**config.mk**
```make
export PLATFORM = sky130hd
export DESIGN_NAME = divf_operand_stage_flat
export DESIGN_NICKNAME = d
export VERILOG_FILES = /design/src/rtl/divf_operand_stage_if.sv /design/src/rtl/divf_operand_stage.sv /design/src/flat_wrapper.sv
export SDC_FILE = /design/constraint.sdc
export NUM_CORES = 1
export LEC_CHECK = 0
export ABC_CLOCK_PERIOD_IN_PS = 7100
export BUFFER_PORTS_ARGS = -buffer_cell sky130_fd_sc_hd__buf_2
export CAP_MARGIN = 20
export CELL_PAD_IN_SITES_DETAIL_PLACEMENT = 0
export CELL_PAD_IN_SITES_GLOBAL_PLACEMENT = 2
export CORE_MARGIN = 1.5
export CORE_UTILIZATION = 38
export CTS_CLUSTER_SIZE = 20
export DETAILED_ROUTE_END_ITERATION = 16
export PLACE_DENSITY = 0.95
export SLEW_MARGIN = 20
export SYNTH_ARGS = -nofsm -noshare
export SYNTH_HDL_FRONTEND = slang
export SYNTH_SLANG_ARGS = --single-unit
```
**constraint.sdc**
```tcl
create_clock -name clk -period 7.1 [get_ports clk]
set_input_delay 1.42 -clock clk [delete_from_list [all_inputs] [get_ports clk]]
set_output_delay 1.42 -clock clk [all_outputs]
set_load 0.01 [all_outputs]
```
**src/rtl/divf_operand_stage_if.sv**
```systemverilog
// -----------------------------------------------------------------------------
// divf_operand_stage_if
// Purpose : Bundles the operand-stage handshake and data signals.
// Modports: master - producer/consumer side (drives in_*, out_ready)
//           slave  - the operand stage itself (drives in_ready, out_*, count)
// Signals : in_valid/in_ready/in_a/in_b   - operand pair enqueue handshake
//           out_valid/out_ready/out_a/out_b - head entry dequeue handshake
//           out_special/out_special_result/out_dbz - bypass info for head pair
//           count                          - entries currently held
// -----------------------------------------------------------------------------
interface divf_operand_stage_if #(
   parameter int unsigned DEPTH = 2
) ();
   localparam int unsigned AW = $clog2(DEPTH);

   logic          in_valid;
   logic          in_ready;
   logic [31:0]   in_a;
   logic [31:0]   in_b;
   logic          out_valid;
   logic          out_ready;
   logic [31:0]   out_a;
   logic [31:0]   out_b;
   logic          out_special;
   logic [31:0]   out_special_result;
   logic          out_dbz;
   logic [AW:0]   count;

   modport master (
      output in_valid, in_a, in_b, out_ready,
      input  in_ready, out_valid, out_a, out_b, out_special, out_special_result,
             out_dbz, count
   );

   modport slave (
      input  in_valid, in_a, in_b, out_ready,
      output in_ready, out_valid, out_a, out_b, out_special, out_special_result,
             out_dbz, count
   );
endinterface

```
**src/rtl/divf_operand_stage.sv**
```systemverilog
// -----------------------------------------------------------------------------
// divf_operand_stage
// Purpose : Buffered issue stage in front of the combinational binary32 divider.
//           Queues operand pairs in a DEPTH-entry FIFO and classifies each pair
//           at enqueue so pairs the divider cannot handle (zero, inf, NaN,
//           denormal) carry a precomputed result for a downstream bypass mux.
// Ports   : clk - rising-edge clock
//           rst - synchronous active-high reset
//           bus - divf_operand_stage_if.slave (handshakes, operands, head info)
// -----------------------------------------------------------------------------
module divf_operand_stage #(
   parameter  int unsigned DEPTH = 2,
   localparam int unsigned AW    = $clog2(DEPTH)
) (
   input  logic                  clk,
   input  logic                  rst,
   divf_operand_stage_if.slave   bus
);
   localparam logic [AW:0]  FULL_CNT = DEPTH[AW:0];
   localparam logic [31:0]  QNAN     = 32'h7FC0_0000;

   // Entry storage; never reset, qualified by r_count.
   logic [31:0]   r_a   [DEPTH];
   logic [31:0]   r_b   [DEPTH];
   logic [31:0]   r_res [DEPTH];
   logic          r_spec[DEPTH];
   logic          r_dbz [DEPTH];

   logic [AW-1:0] r_wptr;
   logic [AW-1:0] r_rptr;
   logic [AW:0]   r_count;

   logic          w_in_ready;
   logic          w_out_valid;
   logic          w_push;
   logic          w_pop;

   logic          w_spec;
   logic          w_dbz;
   logic [31:0]   w_res;

   // in_ready depends on registered state and rst only, never on out_ready.
   assign w_in_ready  = !rst && (r_count < FULL_CNT);
   assign w_out_valid = (r_count != '0);
   assign w_push      = bus.in_valid && w_in_ready;
   assign w_pop       = w_out_valid && bus.out_ready && !rst;

   // Operand classification; exp==0 is treated as zero (denormals flush).
   always_comb begin
      logic       w_s;
      logic       w_a_zero, w_a_inf, w_a_nan;
      logic       w_b_zero, w_b_inf, w_b_nan;
      w_s      = bus.in_a[31] ^ bus.in_b[31];
      w_a_zero = (bus.in_a[30:23] == 8'h00);
      w_a_inf  = (bus.in_a[30:23] == 8'hFF) && (bus.in_a[22:0] == '0);
      w_a_nan  = (bus.in_a[30:23] == 8'hFF) && (bus.in_a[22:0] != '0);
      w_b_zero = (bus.in_b[30:23] == 8'h00);
      w_b_inf  = (bus.in_b[30:23] == 8'hFF) && (bus.in_b[22:0] == '0);
      w_b_nan  = (bus.in_b[30:23] == 8'hFF) && (bus.in_b[22:0] != '0);
      w_spec   = 1'b1;
      w_dbz    = 1'b0;
      w_res    = '0;
      if (w_a_nan || w_b_nan) begin
         w_res = QNAN;
      end else if ((w_a_inf && w_b_inf) || (w_a_zero && w_b_zero)) begin
         w_res = QNAN;
      end else if (w_a_inf) begin
         w_res = {w_s, 8'hFF, 23'h0};
      end else if (w_b_zero) begin
         // a is finite nonzero here.
         w_res = {w_s, 8'hFF, 23'h0};
         w_dbz = 1'b1;
      end else if (w_a_zero || w_b_inf) begin
         w_res = {w_s, 31'h0};
      end else begin
         w_spec = 1'b0;
      end
   end

   always_ff @(posedge clk) begin
      if (rst) begin
         r_wptr  <= '0;
         r_rptr  <= '0;
         r_count <= '0;
      end else begin
         if (w_push) begin
            r_wptr <= r_wptr + AW'(1);
         end
         if (w_pop) begin
            r_rptr <= r_rptr + AW'(1);
         end
         unique case ({w_push, w_pop})
            2'b10:   r_count <= r_count + 1'b1;
            2'b01:   r_count <= r_count - 1'b1;
            default: r_count <= r_count;
         endcase
      end
   end

   always_ff @(posedge clk) begin
      if (w_push) begin
         r_a[r_wptr]    <= bus.in_a;
         r_b[r_wptr]    <= bus.in_b;
         r_res[r_wptr]  <= w_res;
         r_spec[r_wptr] <= w_spec;
         r_dbz[r_wptr]  <= w_dbz;
      end
   end

   always_comb begin
      bus.in_ready           = w_in_ready;
      bus.out_valid          = w_out_valid;
      bus.count              = r_count;
      bus.out_a              = '0;
      bus.out_b              = '0;
      bus.out_special        = 1'b0;
      bus.out_special_result = '0;
      bus.out_dbz            = 1'b0;
      if (w_out_valid) begin
         bus.out_a              = r_a[r_rptr];
         bus.out_b              = r_b[r_rptr];
         bus.out_special        = r_spec[r_rptr];
         bus.out_special_result = r_res[r_rptr];
         bus.out_dbz            = r_dbz[r_rptr];
      end
   end
endmodule

```
**src/flat_wrapper.sv**
```systemverilog
// flat-port wrapper written by rule: the top's interface ports become plain ports
module divf_operand_stage_flat 
#(
   parameter  int unsigned DEPTH = 2,
   localparam int unsigned AW    = $clog2(DEPTH)
)
  (clk, rst, bus_in_valid, bus_in_a, bus_in_b, bus_out_ready, bus_in_ready, bus_out_valid, bus_out_a, bus_out_b, bus_out_special, bus_out_special_result, bus_out_dbz, bus_count);
  divf_operand_stage_if #(.DEPTH(DEPTH)) bus_i ();
  input  logic clk;
  input  logic rst;
  input wire logic [$bits(bus_i.in_valid)-1:0] bus_in_valid;
  input wire logic [$bits(bus_i.in_a)-1:0] bus_in_a;
  input wire logic [$bits(bus_i.in_b)-1:0] bus_in_b;
  input wire logic [$bits(bus_i.out_ready)-1:0] bus_out_ready;
  output wire logic [$bits(bus_i.in_ready)-1:0] bus_in_ready;
  output wire logic [$bits(bus_i.out_valid)-1:0] bus_out_valid;
  output wire logic [$bits(bus_i.out_a)-1:0] bus_out_a;
  output wire logic [$bits(bus_i.out_b)-1:0] bus_out_b;
  output wire logic [$bits(bus_i.out_special)-1:0] bus_out_special;
  output wire logic [$bits(bus_i.out_special_result)-1:0] bus_out_special_result;
  output wire logic [$bits(bus_i.out_dbz)-1:0] bus_out_dbz;
  output wire logic [$bits(bus_i.count)-1:0] bus_count;
  assign bus_i.in_valid = bus_in_valid;
  assign bus_i.in_a = bus_in_a;
  assign bus_i.in_b = bus_in_b;
  assign bus_i.out_ready = bus_out_ready;
  assign bus_in_ready = bus_i.in_ready;
  assign bus_out_valid = bus_i.out_valid;
  assign bus_out_a = bus_i.out_a;
  assign bus_out_b = bus_i.out_b;
  assign bus_out_special = bus_i.out_special;
  assign bus_out_special_result = bus_i.out_special_result;
  assign bus_out_dbz = bus_i.out_dbz;
  assign bus_count = bus_i.count;
  divf_operand_stage #(.DEPTH(DEPTH)) u_core (.clk(clk), .rst(rst), .bus(bus_i));
endmodule
```
After elaboration in Yosys (flattened, before gate mapping)
Memory sizes are Yosys's and may differ from the RTL's. A register that Yosys moved wholly into a read port is not among the register bits.
Cells that the tools add are included.
{ "totals": {"ff_bits": 4, "mem_bits_rw": 196, "input_bits": 68, "output_inout_bits": 102, "word_cells": 72, "memories": 5} }
{ "memory_table": {"columns": ["memory", "depth", "width", "rd", "rd_clocked_by_memory_dff", "wr", "line_no", "rtl"], "rows": [
  ["u_core.r_a", 2, 32, 1, 1, 1, "divf_operand_stage.sv:23", "logic [31:0] r_a [DEPTH];"],
  ["u_core.r_b", 2, 32, 1, 1, 1, "divf_operand_stage.sv:24", "logic [31:0] r_b [DEPTH];"],
  ["u_core.r_res", 2, 32, 1, 1, 1, "divf_operand_stage.sv:25", "logic [31:0] r_res [DEPTH];"],
  ["u_core.r_dbz", 2, 1, 1, 1, 1, "divf_operand_stage.sv:27", "logic r_dbz [DEPTH];"],
  ["u_core.r_spec", 2, 1, 1, 1, 1, "divf_operand_stage.sv:26", "logic r_spec[DEPTH];"]
]} }
{ "classes": {"addsub": 4, "n_lt_le_gt_ge": 1, "n_eq_ne": 4, "muxes": 32, "n_bitwise": 1, "reduce_logical": 22} }
{ "ops": {"columns": ["operator", "n"], "rows": [
  ["2-to-1 mux 32 bit", 8],
  ["logical NOT 23 bit", 2],
  ["nonzero test 23 bit", 2],
  ["2-to-1 mux 1 bit", 23],
  ["equality test 8 bit (second input constant)", 2],
  ["logical NOT 8 bit", 2],
  ["logical AND 1 bit", 10],
  ["one-hot mux 2 bit (2 select lines)", 1],
  ["nonzero test 2 bit", 2],
  ["logical OR 1 bit", 3],
  ["adder 1 bit (second input constant)", 2],
  ["adder 2 x 1 -> 2 bit (second input constant)", 1],
  ["equality test 2 x 1 -> 1 bit (second input constant)", 1],
  ["equality test 2 bit (second input constant)", 1],
  ["less-than comparator 2 bit (second input constant)", 1],
  ["subtractor 2 x 1 -> 2 bit (second input constant)", 1],
  ["logical NOT 1 bit", 1],
  ["XOR 1 bit", 1]
]} }

Longest topological paths before layout
{ "depth": {"word_depth": 8, "mapped_depth": 8, "mapped_depth_nobuf": 8} }

Least setup slack after synthesis
OpenSTA, ideal clock, no wires.
{ "synth_timing": {"path_kind": "input to register", "from": "input port rst", "to": "memory u_core.r_a[0][0], enable pin", "setup_ns": 0.497, "t_arrival_ns": 4.687, "required_time_ns": 6.603, "slack_ns": 1.916, "cell_stages": 3, "n_path_buf": 0, "path_cell_list": "nor2_1 -> nand2_1 -> nor2_1"} }
{ "synth_between": {"elab_chain_cells": 5} }
{ "synth_lines": {"columns": ["item", "line_no", "rtl"], "rows": [
  ["from (decl)", "flat_wrapper.sv:10", "input logic rst;"],
  ["logical NOT 1 bit", "divf_operand_stage.sv:43", "assign w_in_ready = !rst && (r_count < FULL_CNT);"],
  ["logical AND 1 bit", "divf_operand_stage.sv:43", null],
  ["logical AND 1 bit", "divf_operand_stage.sv:45", "assign w_push = bus.in_valid && w_in_ready;"],
  ["2-to-1 mux 1 bit", "divf_operand_stage.sv:101", "if (w_push) begin"],
  ["2-to-1 mux 1 bit (implied by the code)", "divf_operand_stage.sv:102", "r_a[r_wptr] <= bus.in_a;"],
  ["to (decl)", "divf_operand_stage.sv:23", null]
]} }
No other way between the ends.

==> impl_metrics.yaml <==
min_path:
  hold_class: "flop to flop"
  min_path_cells: 2
  holdCritStartpoint: "u_core.r_rptr"
sta:
  clock_skew_ns: 0.00610
  fmax_mhz: 269
  finalSetupTns_ns: 0
  setup_ws_ns: 3.38
  slew_violations: 0
  period_minus_slack_ns: 3.72
  worstMarginPinSlew_ns: 0.985
  final-hold-violation-count: 0
  slew_headroom_pct: 34.3
  final-setup-viol-count: 0
  fin_crit_sh_pct: 52.4
  rsz0062_at_grt: "false"
critical_path:
  reg2regPathDepth: 7
  reg2reg_from: "u_core.bus.count[0]"
  path_class: "flop to primary output"
  cp_max_fo: 39
  start_kind: "flop"
  cpMaxStageDelayCell: "dfxtp_4"
  cp.required_ns: 5.68
  path_cells: "buf_4 -> mux2i_1 -> nor2_1 -> buf_2"
  crit_family: "buffers and inverters"
  cp.arrival_ns: 2.30
  rr_endpoint: "u_core.bus.count[1]"
  slowest_delay_ns: 0.68
  rrSetupSlack_ns: 4.90
  worst-path-buf-inv: 2
  setup.worst_path.end_class: "primary output"
die:
  placeableCoreArea_um2: 15100
  initial_core_util_pct: 38.8
  die-area_um2: 16200
  io_pins: 170
  die_y_um: 127
  fp.dieW_um: 127
  rows: 45
placed_design:
  preCtsSetupSlack_ns: 3.77
  portBuffers: 147
  dp.final_hpwl_um: 7630
  place.gp.congestion: 0.744
route:
  drc: 0
  routed_wl_um: 11600
  drtIter0Drc: 143
  firstDrtPassIters: 4
  vias: 3506
  antenna_left: 0
  via_per_inst: 4.78
  wire_per_inst_um: 15.9
cts:
  cts_hold_buf: 0
  clkLatencyLatePin_ns: 0.41
  cts.clk_slew.worst_paths_ns: 0.06
  cts_buffers: 17
  clock_path_buffers: 2
  cts_setup_buffers: 0
  post_cts_resized: 0
  cts.sinks: 143
  cts_max_level: 4
  cts_tree: "done"
  clockRootBuffer: "clkbuf_16"
grt:
  track_usage_pct: 14.3
  grt_max_degree: 70
  grt_pass1_wl_um: 17600
  antenna_found_initial: 2
  grt_overflow: 0
  grt_pass1_vias: 3435
yosys:
  synth_area_leader_cell: "edfxtp_1"
  yosys.area.top_type_share_pct: 70.6
  synth_edf_count: 138
  synth_cell_types: 28
  syn_avg_cell_area_um2: 15.2
  synth_area_leaders: "edfxtp_1 (71%), mux2i_1 (12%), nor2_1 (5.2%), buf_4 (3.8%), dfxtp_1 (1.7%)"
  synth_area_um2: 5870
  ys_seq_area_share_pct: 72.3
  synth_ff_type: "edfxtp_1"
  syn_inst: 387
  ys_ff_latch: 143
  yosys-top-cells-count: "edfxtp_1 (138), nor2_1 (81), mux2i_1 (69)"
  ys_warn_count: 0
  synth.most_common_cell: "edfxtp_1"
  async_flop_share_pct: 0
final_layout:
  final_nets: 602
  layout-drive-gt1-share_pct: 35.0
  antennaDiodeCount: 0
  area_growth_pct: 23.6
run_status:
  status: "completed"
pwr:
  pwr_density_cell_nw_per_um2: 296
  vdd_drop_max_mv: 0.170
  power_leakage_nw: 2.75
flow_run:
  cap_violations: 0
==> per-stage QoR <==
step                      std cells  hold slack, ns  area [um2]  util, %  total power [mW]
final                           734           0.522        7250     47.9              2.15
after global routing            734           0.570        7250     47.9              2.24
after CTS                       734           0.525        7250     47.9              2.18
after detailed placement        702           0.512        6680     44.1              1.32
after global placement          702           0.494        6680     44.1              1.31
after floorplan                 408           0.472        5950        -              1.20
==> state kept, by name, summed over array words and instances, names as in the netlist, named ones only <==
signal            flops
u_core.r_spec         2
u_core.r_wptr         1
u_core.r_b           64
u_core.r_a           64
u_core.r_rptr         1
u_core.r_dbz          2
u_core.r_res          6
u_core.bus.count      2
==> cells in the final DEF, fill, tap and decap left out <==
cell / count
a21oi_1: 2
a221oi_1: 1
and3_4: 1
buf_2: 147
buf_4: 3
bufinv_16: 2
clkbuf_1: 2
clkbuf_16: 17
clkbuf_8: 2
clkinv_2: 5
clkinv_4: 1
clkinvlp_4: 3
conb_1: 22
dfxtp_1: 4
dfxtp_4: 1
edfxtp_1: 138
ha_1: 1
inv_1: 1
mux2i_1: 69
nand2_1: 7
nand3_1: 1
nand4_1: 6
nor2_1: 79
nor2_4: 2
nor3_1: 2
nor3_2: 1
nor3b_1: 1
nor4_1: 11
nor4_2: 3
o21ai_0: 2
o221ai_2: 1
o31ai_2: 1
or2_2: 1
or3_1: 1
xnor2_1: 2
xor2_1: 3
==> kinds of logic after synthesis <==
kind of cell | Yosys count | synth area share (%)
fa+ha+maj | 1 | 0.213
compound gates | 7 | 0.959
simple gates | 116 | 8.95
xor+xnor | 5 | 0.746
mux | 69 | 11.8
other cells | 1 | 0.0639
buf+inv | 45 | 4.99
flops | 143 | 72.3
==> how the worst max path moves through the flow <==
stage,cells past startpoint,to,startpoint
after floorplan,3,u_core.r_a[0][0],rst
after global placement,4,bus_out_b[7],flop
after detailed placement,4,bus_out_b[17],flop
after CTS,4,bus_out_a[18],flop
after global routing,4,bus_out_b[4],flop
final,4,bus_out_b[2],flop
==> layout make-up <==
cell class / count / area (um2)
Sequential cell: 143 / 4250
Multi-Input combinational cell: 220 / 1430
Timing Repair Buffer: 150 / 758
Clock inverter: 11 / 116
Inverter: 1 / 3.75
Clock buffer: 21 / 460
Fill cell: 1352 / 7890
Tap cell: 188 / 235
==> power breakdown <==
part / internal, mW / switching (mW)
Combinational: 0.117 / 0.182
Clock: 0.533 / 0.325
Sequential: 0.969 / 0.0232
Total: 1.62 / 0.531
==> tightest hold or removal path, delay by kind of cell (launching register included) <==
| family | cells | cell delay, ns |
|---|---|---|
| xor gates and xnor gates | 1 | 0.09 |
| DFF | 1 | 0.32 |
| and+or+nand+nor | 1 | 0.08 |
==> layer usage <==
| metal | up-vias | share of wire (%) | GRT usage, % |
|---|---|---|---|
| met5 | - | 0.060 | 0 |
| met4 | 2 | 1.4 | 5.61 |
| met3 | 14 | 5.6 | 4.65 |
| met2 | 108 | 48 | 22.9 |
| met1 | 1706 | 45 | 18.2 |
| li1 | 1676 | - | - |
(Power assumes the default switching activity.)
